==> src/rtl/regfile_dump_tx_pkg.sv <==
// Shared state encodings and constants for the register file dump transmitter.
// Optional checksum byte is controlled by the REGFILE_DUMP_CKSUM_EN macro.
package regfile_dump_pkg;

    localparam logic [2:0] StIdle  = 3'd0;
    localparam logic [2:0] StLoad  = 3'd1;
    localparam logic [2:0] StSend  = 3'd2;
    localparam logic [2:0] StCksum = 3'd3;
    localparam logic [2:0] StDone  = 3'd4;

    localparam int unsigned DATA_W_DEFAULT = 32;
    localparam int unsigned BYTES_PER_WORD = DATA_W_DEFAULT / 8;

    localparam logic [7:0] CKSUM_INIT = 8'h00;

    function automatic int unsigned bytes_per_word(input int unsigned data_w);
        return data_w / 8;
    endfunction

    // Counter width that stays legal even for a single-byte word.
    function automatic int unsigned cnt_width(input int unsigned n);
        return (n > 1) ? $clog2(n) : 1;
    endfunction

endpackage

==> src/rtl/regfile_dump_tx_word_byte_serializer.sv <==
// Word-to-byte shift register for the dump transmitter; emits the low byte first.
// Independent of REGFILE_DUMP_CKSUM_EN.
module word_byte_serializer
    import regfile_dump_pkg::*;
#(
    parameter int unsigned DATA_W = 32
) (
    input  logic              clk,
    input  logic              reset,
    input  logic              load,
    input  logic [DATA_W-1:0] word_in,
    input  logic              advance,
    output logic [7:0]        byte_out,
    output logic              last
);

    localparam int unsigned Bytes = bytes_per_word(DATA_W);
    localparam int unsigned CntW  = cnt_width(Bytes);

    logic [DATA_W-1:0] shift_q, shift_d;
    logic [CntW-1:0]   byte_idx_q, byte_idx_d;

    always_comb begin
        shift_d    = shift_q;
        byte_idx_d = byte_idx_q;
        if (load) begin
            shift_d    = word_in;
            byte_idx_d = '0;
        end else if (advance) begin
            shift_d    = shift_q >> 8;
            byte_idx_d = byte_idx_q + 1'b1;
        end
    end

    always_ff @(posedge clk) begin
        if (reset) begin
            shift_q    <= '0;
            byte_idx_q <= '0;
        end else begin
            shift_q    <= shift_d;
            byte_idx_q <= byte_idx_d;
        end
    end

    assign byte_out = shift_q[7:0];
    assign last     = (byte_idx_q == CntW'(Bytes - 1));

endmodule

==> src/rtl/regfile_dump_tx.sv <==
// Streams x0..x(NUM_REGS-1) little-endian as bytes on a valid/ready link after a start pulse.
// Define REGFILE_DUMP_CKSUM_EN to append an XOR checksum byte to every frame.
module regfile_dump_tx
    import regfile_dump_pkg::*;
#(
    parameter int unsigned NUM_REGS = 32,
    parameter int unsigned ADDR_W   = 5,
    parameter int unsigned DATA_W   = 32
) (
    input  logic              clk,
    input  logic              reset,
    input  logic              start,
    output logic              busy,
    output logic              done,
    output logic [ADDR_W-1:0] rd_addr,
    input  logic [DATA_W-1:0] rd_data,
    output logic [7:0]        tx_data,
    output logic              tx_valid,
    input  logic              tx_ready
);

    localparam logic [ADDR_W-1:0] LastReg = ADDR_W'(NUM_REGS - 1);

    logic [2:0]        state_q, state_d;
    logic [ADDR_W-1:0] reg_idx_q, reg_idx_d;
    logic              ser_load, ser_advance, ser_last;
    logic [7:0]        ser_byte;
    logic              handshake;
`ifdef REGFILE_DUMP_CKSUM_EN
    logic [7:0]        cksum_q, cksum_d;
`endif

    word_byte_serializer #(
        .DATA_W (DATA_W)
    ) u_serializer (
        .clk      (clk),
        .reset    (reset),
        .load     (ser_load),
        .word_in  (rd_data),
        .advance  (ser_advance),
        .byte_out (ser_byte),
        .last     (ser_last)
    );

    // Address tracks the index in every state so the read-port mux never sees a glitch.
    assign rd_addr   = reg_idx_q;
    assign handshake = tx_valid & tx_ready;

    always_comb begin
        busy     = (state_q != StIdle);
        done     = (state_q == StDone);
        tx_valid = 1'b0;
        tx_data  = 8'h00;
        case (state_q)
            StSend: begin
                tx_valid = 1'b1;
                tx_data  = ser_byte;
            end
`ifdef REGFILE_DUMP_CKSUM_EN
            StCksum: begin
                tx_valid = 1'b1;
                tx_data  = cksum_q;
            end
`endif
            default: ;
        endcase
    end

    always_comb begin
        state_d     = state_q;
        reg_idx_d   = reg_idx_q;
        ser_load    = 1'b0;
        ser_advance = 1'b0;
`ifdef REGFILE_DUMP_CKSUM_EN
        cksum_d     = cksum_q;
`endif
        case (state_q)
            StIdle: begin
                if (start) begin
                    reg_idx_d = '0;
`ifdef REGFILE_DUMP_CKSUM_EN
                    cksum_d   = CKSUM_INIT;
`endif
                    state_d   = StLoad;
                end
            end
            StLoad: begin
                ser_load = 1'b1;
                state_d  = StSend;
            end
            StSend: begin
                if (handshake) begin
                    ser_advance = 1'b1;
`ifdef REGFILE_DUMP_CKSUM_EN
                    cksum_d     = cksum_q ^ ser_byte;
`endif
                    if (ser_last) begin
                        if (reg_idx_q == LastReg) begin
`ifdef REGFILE_DUMP_CKSUM_EN
                            state_d = StCksum;
`else
                            state_d = StDone;
`endif
                        end else begin
                            reg_idx_d = reg_idx_q + 1'b1;
                            state_d   = StLoad;
                        end
                    end
                end
            end
`ifdef REGFILE_DUMP_CKSUM_EN
            StCksum: begin
                if (handshake) begin
                    state_d = StDone;
                end
            end
`endif
            StDone:  state_d = StIdle;
            default: state_d = StIdle;
        endcase
    end

    always_ff @(posedge clk) begin
        if (reset) begin
            state_q   <= StIdle;
            reg_idx_q <= '0;
`ifdef REGFILE_DUMP_CKSUM_EN
            cksum_q   <= CKSUM_INIT;
`endif
        end else begin
            state_q   <= state_d;
            reg_idx_q <= reg_idx_d;
`ifdef REGFILE_DUMP_CKSUM_EN
            cksum_q   <= cksum_d;
`endif
        end
    end

endmodule

==> config.mk <==
export PLATFORM = sky130hd
export DESIGN_NAME = regfile_dump_tx
export DESIGN_NICKNAME = d
export VERILOG_FILES = /design/src/rtl/regfile_dump_tx_pkg.sv /design/src/rtl/regfile_dump_tx_word_byte_serializer.sv /design/src/rtl/regfile_dump_tx.sv
export SDC_FILE = /design/constraint.sdc
export NUM_CORES = 1
export LEC_CHECK = 0
export ABC_AREA = 0
export BUFFER_PORTS_ARGS = -buffer_cell sky130_fd_sc_hd__buf_2
export CAP_MARGIN = 20
export CORE_ASPECT_RATIO = 1.25
export CORE_UTILIZATION = 35
export DETAILED_ROUTE_END_ITERATION = 10
export SLEW_MARGIN = 10
export SYNTH_ARGS = -nofsm -noshare
export SYNTH_HDL_FRONTEND = slang
export SYNTH_SLANG_ARGS = --single-unit
==> constraint.sdc <==
create_clock -name clk -period 5.1 [get_ports clk]
set_input_delay 0.51 -clock clk [delete_from_list [all_inputs] [get_ports clk]]
set_output_delay 0.51 -clock clk [all_outputs]
set_load 0.005 [all_outputs]
# After elaboration in Yosys (flattened, before gate mapping)
# Cells that the tools add are included.
[op_classes]
add_sub_neg = 2
n_mul = 0
div_mod_pow = 0
magnitude_cmp = 0
n_eq_ne = 9
shifts = 0
n_mux = 17
bitwise_logic = 1
reduce_logical = 7
[ops]
columns = ["operator", "n"]
rows = [
  ["32-bit 2-to-1 mux", 2],
  ["5-bit 2-to-1 mux", 4],
  ["3-bit 2-to-1 mux", 4],
  ["5-bit one-hot mux with 2 select lines", 1],
  ["3-bit one-hot mux with 3 select lines", 1],
  ["8-bit 2-to-1 mux", 1],
  ["2-bit != test (second input constant)", 4],
  ["5-bit by 1-bit adder with 5-bit output (second input constant)", 1],
  ["5-bit == test (second input constant)", 1],
  ["5-bit AND reduction", 1],
  ["1-bit 2-to-1 mux", 4],
  ["2-bit nonzero test", 2],
  ["3-bit by 1-bit == test with 1-bit output (second input constant)", 1],
  ["3-bit by 2-bit == test with 1-bit output (second input constant)", 1],
  ["3-bit == test (second input constant)", 1],
  ["3-bit zero test", 1],
  ["3-bit AND reduction", 1],
  ["3-bit nonzero test", 1],
  ["2-bit by 1-bit adder with 2-bit output (second input constant)", 1],
  ["2-bit == test (second input constant)", 1],
  ["2-bit OR reduction", 1],
  ["1-bit AND", 1],
]
[word_totals]
regBits = 42
latch_bits = 0
mem_bits_rw = 0
romBits = 0
inputBits = 36
out_inout_bits = 16
mem_count = 0

# Longest topological paths before layout
# Gate-level depths: netlist of the first run.
[depth]
word_depth = 7
ltp_mapped = 7
depth_no_buf = 6

# Modules after synthesis
# A second synthesis of the first run with hierarchy kept.
[unflattened]
hier_cells = 213
hier_area_um2 = 2055.7
[by_module_without_submodules]
columns = ["mod", "n_inst", "cells_per_inst", "area_each_um2", "seq_area_each_um2"]
rows = [
  ["word_byte_serializer", 1, 158, 1574.0, 680.7],
  ["regfile_dump_tx", 1, 55, 481.7, 160.2],
]

# Least setup slack after synthesis of the first run
# OpenSTA, ideal clock, no wires.
[synth_path]
path_type = "register to output"
from = "register state_q[2]"
to = "output port tx_data[0]"
arrival_time_ns = 1.412
required_ns = 4.590
setup_slack_ns = 3.178
path_stages_with_launch = 7
path_buffers = 3
cell_sequence = "dfxtp_1 -> buf_6 -> or3b_1 -> clkbuf_2 -> inv_1 -> clkbuf_1 -> and2_1"
[synth_via]
elab_chain_cells = 2
[synth_lines]
columns = ["element", "line_no", "text"]
rows = [
  ["from (decl)", "regfile_dump_tx.sv:24", "logic [2:0] state_q, state_d;"],
  ["from (signal assigned)", "regfile_dump_tx.sv:125", "state_q <= StIdle;"],
  ["from (signal assigned)", "regfile_dump_tx.sv:131", "state_q <= state_d;"],
  ["3-bit by 2-bit == test with 1-bit output", "regfile_dump_tx.sv:54", "case (state_q)"],
  ["8-bit 2-to-1 mux", "regfile_dump_tx.sv:54", ""],
  ["to (decl)", "regfile_dump_tx.sv:17", "output logic [7:0] tx_data,"],
]
# No other way between the ends.

# Worst setup path in the final report of the first run
[layout_path]
from = "register state_q[1]"
to = "output port tx_data[0]"
# Same word-level chain as after synthesis.

==> metrics, run 1 <==
fraction of layout cells with a size suffix above 1 0.2355; crit path to tx_data[0]; yosys warns 0; clk slew on worst S/H paths 0.08 ns; met2 usage 0.2594; first-pass GRT wire length 7.348 mm; f_max 0.4112 GHz; Main synth FF type dfxtp_1; post-route ant nets 0; fin nets 314; DIE AREA 5841 um^2; Synth Net Count 279; Most Used Layer, Global Route met2; GRT Util Overall 0.1664; Min Hold Slack 0.4366 ns; met3 GRT Util 0.04167; PwrDens 291.3 nW/um^2; peak supply drop 0.1316 mV; Clock Skew 0.005782 ns; average wire per standard cell 13.16 um; post_cts resized 0; number of vias per cell 5.284; crit path launch state_q[1]$_SDFFE_PP0P_; Port Buffers 51; Core Area 5189 um^2; CTS tree done; CP Class flip-flop to primary output; Longest Clk Path Bufs 2; r2r endpoint rd_addr[3]$_SDFFE_PP0P_; Tcrit/Tclk final 0.4769; sequential share of the synthesized area 0.4338; relative slew slack 0.4777; total grt overflow 0; initial antenna violation count 0; largest net degree at the start of global routing 57; crit path DAT 1.92 ns; Iteration-0 DRC Markers 89; I/O Pins 52; P&R area growth vs syn 17.43%; Slew Limit Fails 0; Initial Utilization 0.3735; crit-path max FO 14; static leakage 0.0009225 uW; WP data required 4.59 ns; clk_lat worst skew 0.30 ns; H-tree depth 2; R2R Setup Slk 3.14 ns; hold-fix buffers at CTS 0; CP startpoint kind flip-flop; Root Driver clkbuf_8; vias in the first global route 1622; vias 1786; routability cong. 0.7658; final setup fails 0; post-CTS setup repair buffer count 0; GR Util met1 0.2145; launch point of the worst reg-to-reg path rd_addr[0]$_SDFFE_PP0P_; Syn Area/Cell 8.075 um^2; setup_tns 0 ns; asr flop ratio synth 0; TritonRoute pass-1 iters 4; # fillers 568; RSZ-0062 raised after global routing no; worst slew pin tran 0.7834 ns; Mapped Cells 240; cell row count 29; Yosys reg bits 42; drc violations 0; cts bufs inserted 5; endpoints failing hold 0; R2R depth 6; most frequent cells in the layout nand2_1, buf_2, dfxtp_1; WL final 4.449 mm; die width 68.56 um; hold crit path type input pin to flip-flop; post-synth cell types 37; # clock sinks 42; HPWL after detailed placement 2.896 mm; Die H 85.20 um; Post-synth EDFFs 0; Max-Cap Viols 0; Final min period 2.432 ns; Crit. End Element primary output; Finished Core Util 0.4386; most common cell after layout, fill and taps aside nand2_1; Ant. Diodes 0; status finished, final reports clean; Post-Syn Area 1938 um^2
==> through the flow <==
step / total power (uW) / worst slack [ns] / cell area, um^2 / cells
after CTS: 669.0 / 2.632 / 2256 / 337
after floorplan: 417.9 / 3.178 / 1938 / 240
after global placement: 441.9 / 2.985 / 2161 / 329
after global routing: 701.8 / 2.484 / 2276 / 338
final: 663.0 / 2.668 / 2276 / 338
after detailed placement: 443.2 / 2.964 / 2161 / 329
==> synthesized netlist by cell type (all sizes together) (2+ instances only) <==
cell type	count	area, um^2
o211ai	2	15.01
mux2i	2	20.02
inv	4	15.01
a311oi	24	210.2
nor3	2	10.01
nor3b	2	15.01
and2	8	50.05
buf	9	56.30
clkbuf	16	61.30
a21oi	9	45.04
ha	3	37.54
a41o	2	20.02
a2111oi	2	17.52
nor4	2	12.51
a31oi	2	12.51
nand2	58	217.7
or3b	2	17.52
nor2	25	93.84
dfxtp	42	840.8
nand3	10	50.05
nand3b	2	15.01
==> state kept, by name, summed over array words and instances, names as in the netlist <==
register and count:
rd_addr 5, state_q 3, u_serializer.byte_idx_q 2, u_serializer.shift_q 32
==> critical path, stage by stage (launching register included) <==
cell     delay (ns)
dfxtp_1        0.50
or3b_1         0.48
inv_1          0.35
and2_1         0.19
buf_2          0.11
==> power by group <==
part / leakage, uW / internal, uW / total [uW] / switching, uW
Sequential: 0.000343 / 348 / 360 / 11.5
Combinational: 0.000532 / 33.3 / 77.6 / 44.3
Clock: 0.0000472 / 109 / 226 / 117
Total: 0.000922 / 490 / 663 / 173
==> worst min-delay path by stage <==
stage | from | slack [ns] | depth (start not counted) | to
floorplan | u_serializer.shift_q[24]$_SDFFE_PP0P_ | 0.45 | 2 | u_serializer.shift_q[24]$_SDFFE_PP0P_
global placement | u_serializer.shift_q[24]$_SDFFE_PP0P_ | 0.45 | 2 | u_serializer.shift_q[24]$_SDFFE_PP0P_
detailed placement | u_serializer.shift_q[31]$_SDFFE_PP0P_ | 0.46 | 2 | u_serializer.shift_q[31]$_SDFFE_PP0P_
CTS | rd_data[27] | 0.43 | 3 | u_serializer.shift_q[27]$_SDFFE_PP0P_
global route | rd_data[27] | 0.45 | 3 | u_serializer.shift_q[27]$_SDFFE_PP0P_
finish | rd_data[27] | 0.44 | 3 | u_serializer.shift_q[27]$_SDFFE_PP0P_
==> layer usage <==
layer / routed length (um) / vias up
met4: 81 / 0
met5: 0 / -
li1: - / 916
met3: 204 / 5
met1: 2151 / 822
met2: 2011 / 43
==> cells by family (layout without fill, tap and decap cells) <==
logic type,count (synthesis),in the layout,share of synthesized area
flops,42,42,0.4338
buf+inv,29,65,0.06842
fa+ha+maj,3,3,0.01937
compound gates,43,43,0.1737
mux,2,2,0.01033
xor+xnor,1,1,0.004520
simple gates,120,120,0.2899
==> final cells by class <==
class                      count  area [um^2]  area share
multi-input combinational    169        964.7      0.4239
sequential                    42        840.8      0.3694
timing repair buffer          53        282.8      0.1242
inverter                       4        15.01    0.006597
clock inverter                 2        12.51    0.005498
tap                           62        77.57     0.03408
clock buffer                   6        82.58     0.03628
No activity file was read; power rests on OpenSTA's default activity.
==> inputs of run 2 (changes only) <==
Clock period 5.1 ns to 2.15 ns, I/O delays scaled along.
==> run 2 against run 1 <==
  * Non-clock buffer count is 2 higher
  * Die area stayed put
  * Sequential share of layout area hardly changed
  * Wire length is 0.92% lower
  * Clock power is 130% higher
  * Combinational power is 130% higher
  * First-iteration DRC count is 22% higher
  * Sequential cell count stayed put
  * Critical endpoint unchanged
==> metrics, run 2 (synthesis gave the netlist of run 1 again) <==
most common cell after layout, fill and taps aside nand2_1; Root Driver clkbuf_8; cell row count 29; hold-fix buffers at CTS 0; Crit path buffers/inverters 2; f_max 0.5108 GHz; most flop-heavy register u_serializer.shift_q; fin nets 316; worst slew pin tran 0.5661 ns; PwrDens 680.6 nW/um^2; clk_lat worst skew 0.30 ns; clk slew on worst S/H paths 0.09 ns; R2R Setup Slk 0.21 ns; drc violations 0; number of vias per cell 5.179; average wire per standard cell 12.96 um; Initial Utilization 0.3735; vias 1761; worst path cell trace or3b_1, clkinvlp_4, and2_1, buf_2; Die H 85.20 um; Core Area 5189 um^2; WP data required 1.93 ns; largest net degree at the start of global routing 57; post-route ant nets 0; Clock Skew 0.01117 ns; Longest Clk Path Bufs 2; hold crit path type input pin to flip-flop; cts bufs inserted 5; CP startpoint kind flip-flop; setup_tns 0 ns; DIE AREA 5841 um^2; GRT Util Overall 0.1607; post-CTS setup repair buffer count 0; Final min period 1.958 ns; delay-heaviest family, CP simple AND/OR/NAND/NOR gates; final setup fails 0; first-pass GRT wire length 7.107 mm; routability cong. 0.7798; crit-path max FO 14; Crit-path slowest cell dfxtp_1; die width 68.56 um; P&R area growth vs syn 17.56%; max incr delay on CP 0.48 ns; I/O Pins 52; total grt overflow 0; initial antenna violation count 0; HPWL after detailed placement 2.895 mm; Slew Limit Fails 0; Ant. Diodes 0; Placed Instance Area 2183 um^2; vias in the first global route 1578; static leakage 0.0009137 uW; final instance area 2278 um^2; # clock sinks 42; CP Class flip-flop to primary output; WL final 4.408 mm; endpoints failing hold 0; peak supply drop 0.3126 mV; post_cts resized 1; TritonRoute pass-1 iters 5; Total Power 1551 uW; status finished, final reports clean; CTS tree done; Crit. End Element primary output; H-tree depth 2; fraction of layout cells with a size suffix above 1 0.2482; RSZ-0062 raised after global routing no; crit path DAT 1.74 ns; Max-Cap Viols 0; relative slew slack 0.6226; Tcrit/Tclk final 0.9105; Port Buffers 51; Iteration-0 DRC Markers 109; max reg flops 32; most frequent cells in the layout nand2_1, buf_2, dfxtp_1
-- run 2: changes by cell type in the layout (fill, tap and decap cells not counted), sizes merged --
cell,before,now
clkinv,1,2
clkinvlp,1,2
buf,53,55
clkbuf,6,5
inv,4,3
-- run 2: layer usage --
layer	part of all wire	vias up	track usage
met5	0	-	0
met4	0.017	0	0.06250
met3	0.044	5	0.04032
met2	0.45	46	0.2504
met1	0.49	792	0.2089
li1	-	918	-
-- run 2: worst register-to-register path: stages, from the launching register on --
cell and delay [ns]:
dfxtp_1 0.35, ha_1 0.22, and3_1 0.19, ha_1 0.20, nand3b_1 0.25, or4_1 0.50, a31oi_1 0.17
-- run 2: area by class of cell --
cell class,instances,area (um^2)
clock buffer,5,68.82
clock inverter,3,21.27
fill,535,2910
inverter,4,18.77
multi-input combinational,169,964.7
sequential,42,842.1
tap,62,77.57
timing repair buffer,55,285.3
-- run 2: worst paths after layout --
path	to	cells after the start	startpoint
min	u_serializer.shift_q[27]$_SDFFE_PP0P_	3	rd_data[27]
max	tx_data[0]	4	state_q[0]$_SDFFE_PP0P_
max reg2reg	rd_addr[3]$_SDFFE_PP0P_	6	rd_addr[0]$_SDFFE_PP0P_
min reg2reg	u_serializer.shift_q[24]$_SDFFE_PP0P_	2	u_serializer.shift_q[24]$_SDFFE_PP0P_
-- run 2: stage by stage --
| stage | setup slack (ns) | instances | utilization | hold slack, ns |
|---|---|---|---|---|
| final | 0.1924 | 340 | 0.4391 | 0.1410 |
| after global routing | 0.04819 | 340 | 0.4391 | 0.1298 |
| after CTS | 0.09557 | 340 | 0.4389 | 0.1340 |
| after detailed placement | 0.2143 | 332 | 0.4208 | 0.4609 |
| after global placement | 0.2735 | 332 | 0.4208 | 0.4544 |
| after floorplan | 0.3290 | 240 | - | 0.3510 |
-- run 2: power by group --
| part | switching, uW | internal [uW] |
|---|---|---|
| Sequential | 27.2 | 826 |
| Combinational | 104 | 77.8 |
| Clock | 287 | 228 |
| Total | 419 | 1130 |
==> inputs of run 3 (changes only) <==
Settings changed: CORE_MARGIN set to 4.
==> run 3 against run 2 <==
  * Sequential power hardly changed
  * Non-clock buffer count is 1 higher
  * Maximum frequency is 0.30% higher
  * Utilization is 0.97 points lower
  * Global-route usage is 2.4 points lower
  * Clock skew is 0.0052 ns lower
  * Power is 7.2% higher
  * Critical path depth stayed put
  * Critical endpoint is now tx_data[1]
  * Largest cell class unchanged
==> metrics, run 3 (synthesis gave the netlist of run 1 again) <==
Tcrit/Tclk final 0.9078; largest net degree at the start of global routing 57; clk slew on worst S/H paths 0.08 ns; fin nets 317; die width 74.56 um; Longest Clk Path Bufs 2; hold crit path type input pin to flip-flop; most frequent cells in the layout nand2_1, buf_2, dfxtp_1; relative slew slack 0.6506; cell row count 30; WL final 4.476 mm; Iteration-0 DRC Markers 103; Root Driver clkbuf_8; CP Class flip-flop to primary output; post-route ant nets 0; crit-path max FO 14; static leakage 0.0009292 uW; Crit-path slowest cell dfxtp_1; fraction of layout cells with a size suffix above 1 0.2473; f_max 0.5123 GHz; vias 1746; first-pass GRT wire length 7.300 mm; crit path DAT 1.74 ns; HPWL after detailed placement 2.959 mm; final instance area 2321 um^2; Die H 91.20 um; most flop-heavy register u_serializer.shift_q; initial antenna violation count 0; CTS tree done; clk_lat worst skew 0.30 ns; Clock Skew 0.005957 ns; setup_tns 0 ns; drc violations 0; final setup fails 0; worst path cell trace or3b_1, clkinvlp_4, and2_1, buf_2; cts bufs inserted 5; routability cong. 0.8363; total grt overflow 0; max reg flops 32; Initial Utilization 0.3586; most common cell after layout, fill and taps aside nand2_1; # clock sinks 42; Placed Instance Area 2206 um^2; GRT Util Overall 0.1363; Core Area 5405 um^2; Ant. Diodes 0; # fillers 592; vias in the first global route 1569; I/O Pins 52; max incr delay on CP 0.47 ns; setup ws final 0.1982 ns; H-tree depth 2; Port Buffers 51; Max-Cap Viols 0; worst slew pin tran 0.5241 ns; PwrDens 716.0 nW/um^2; Final min period 1.952 ns; DIE AREA 6799 um^2; Crit. End Element primary output; hold-fix buffers at CTS 0; Total Power 1662 uW; P&R area growth vs syn 19.75%; TritonRoute pass-1 iters 4; CP startpoint kind flip-flop; RSZ-0062 raised after global routing no; number of vias per cell 5.090; average wire per standard cell 13.05 um; status finished, final reports clean; Finished Core Util 0.4294; pre-CTS setup slack 0.2457 ns; WP data required 1.93 ns; peak supply drop 0.3128 mV; Slew Limit Fails 0; endpoints failing hold 0
run 3: power breakdown:
part / internal [uW] / leakage, uW / switching (uW)
combinational: 80.5 / 0.000534 / 104
clock: 347 / 0.0000514 / 277
sequential: 826 / 0.000343 / 27.2
total: 1250 / 0.000929 / 409
run 3: cell type report:
class	count	area, um^2	share of cell area
Clock buffer	6	72.57	0.03127
Clock inverter	2	37.54	0.01617
Inverter	4	18.77	0.008086
Multi-Input combinational cell	169	964.7	0.4156
Sequential cell	42	842.1	0.3628
Tap cell	64	80.08	0.03450
Timing Repair Buffer	56	305.3	0.1315
run 3: repair_timing:
action / CTS / global route
endpoints found under the setup margin: 0 / 9
gates resized for setup: 0 / 2
setup buffers: 0 / 0
run 3: final timing paths:
kind	from	to	slack, ns	cells after the start
max reg2reg	rd_addr[0]$_SDFFE_PP0P_	rd_addr[3]$_SDFFE_PP0P_	0.21	6
max	state_q[0]$_SDFFE_PP0P_	tx_data[1]	0.20	4
min	rd_data[30]	u_serializer.shift_q[30]$_SDFFE_PP0P_	0.15	3
min reg2reg	u_serializer.shift_q[30]$_SDFFE_PP0P_	u_serializer.shift_q[30]$_SDFFE_PP0P_	0.47	2
run 3: worst max-delay path, delay by kind of cell (launching register included):
kind                   cells  cell delay, ns
buffers and inverters      2            0.42
flip-flops                 1            0.47
AND/OR/NAND/NOR            2            0.55
run 3: stage by stage:
step / cells / hold slack, ns
finish: 343 / 0.1497
global route: 343 / 0.1353
CTS: 343 / 0.1373
detailed placement: 335 / 0.4588
global placement: 335 / 0.4557
floorplan: 240 / 0.3510
run 3: metal layers:
layer,vias up,wire length (um),global-route usage
met1,766,2095,0.1866
li1,928,-,-
met5,-,0,0
met4,0,77,0.06083
met2,46,2057,0.1972
met3,6,246,0.03654
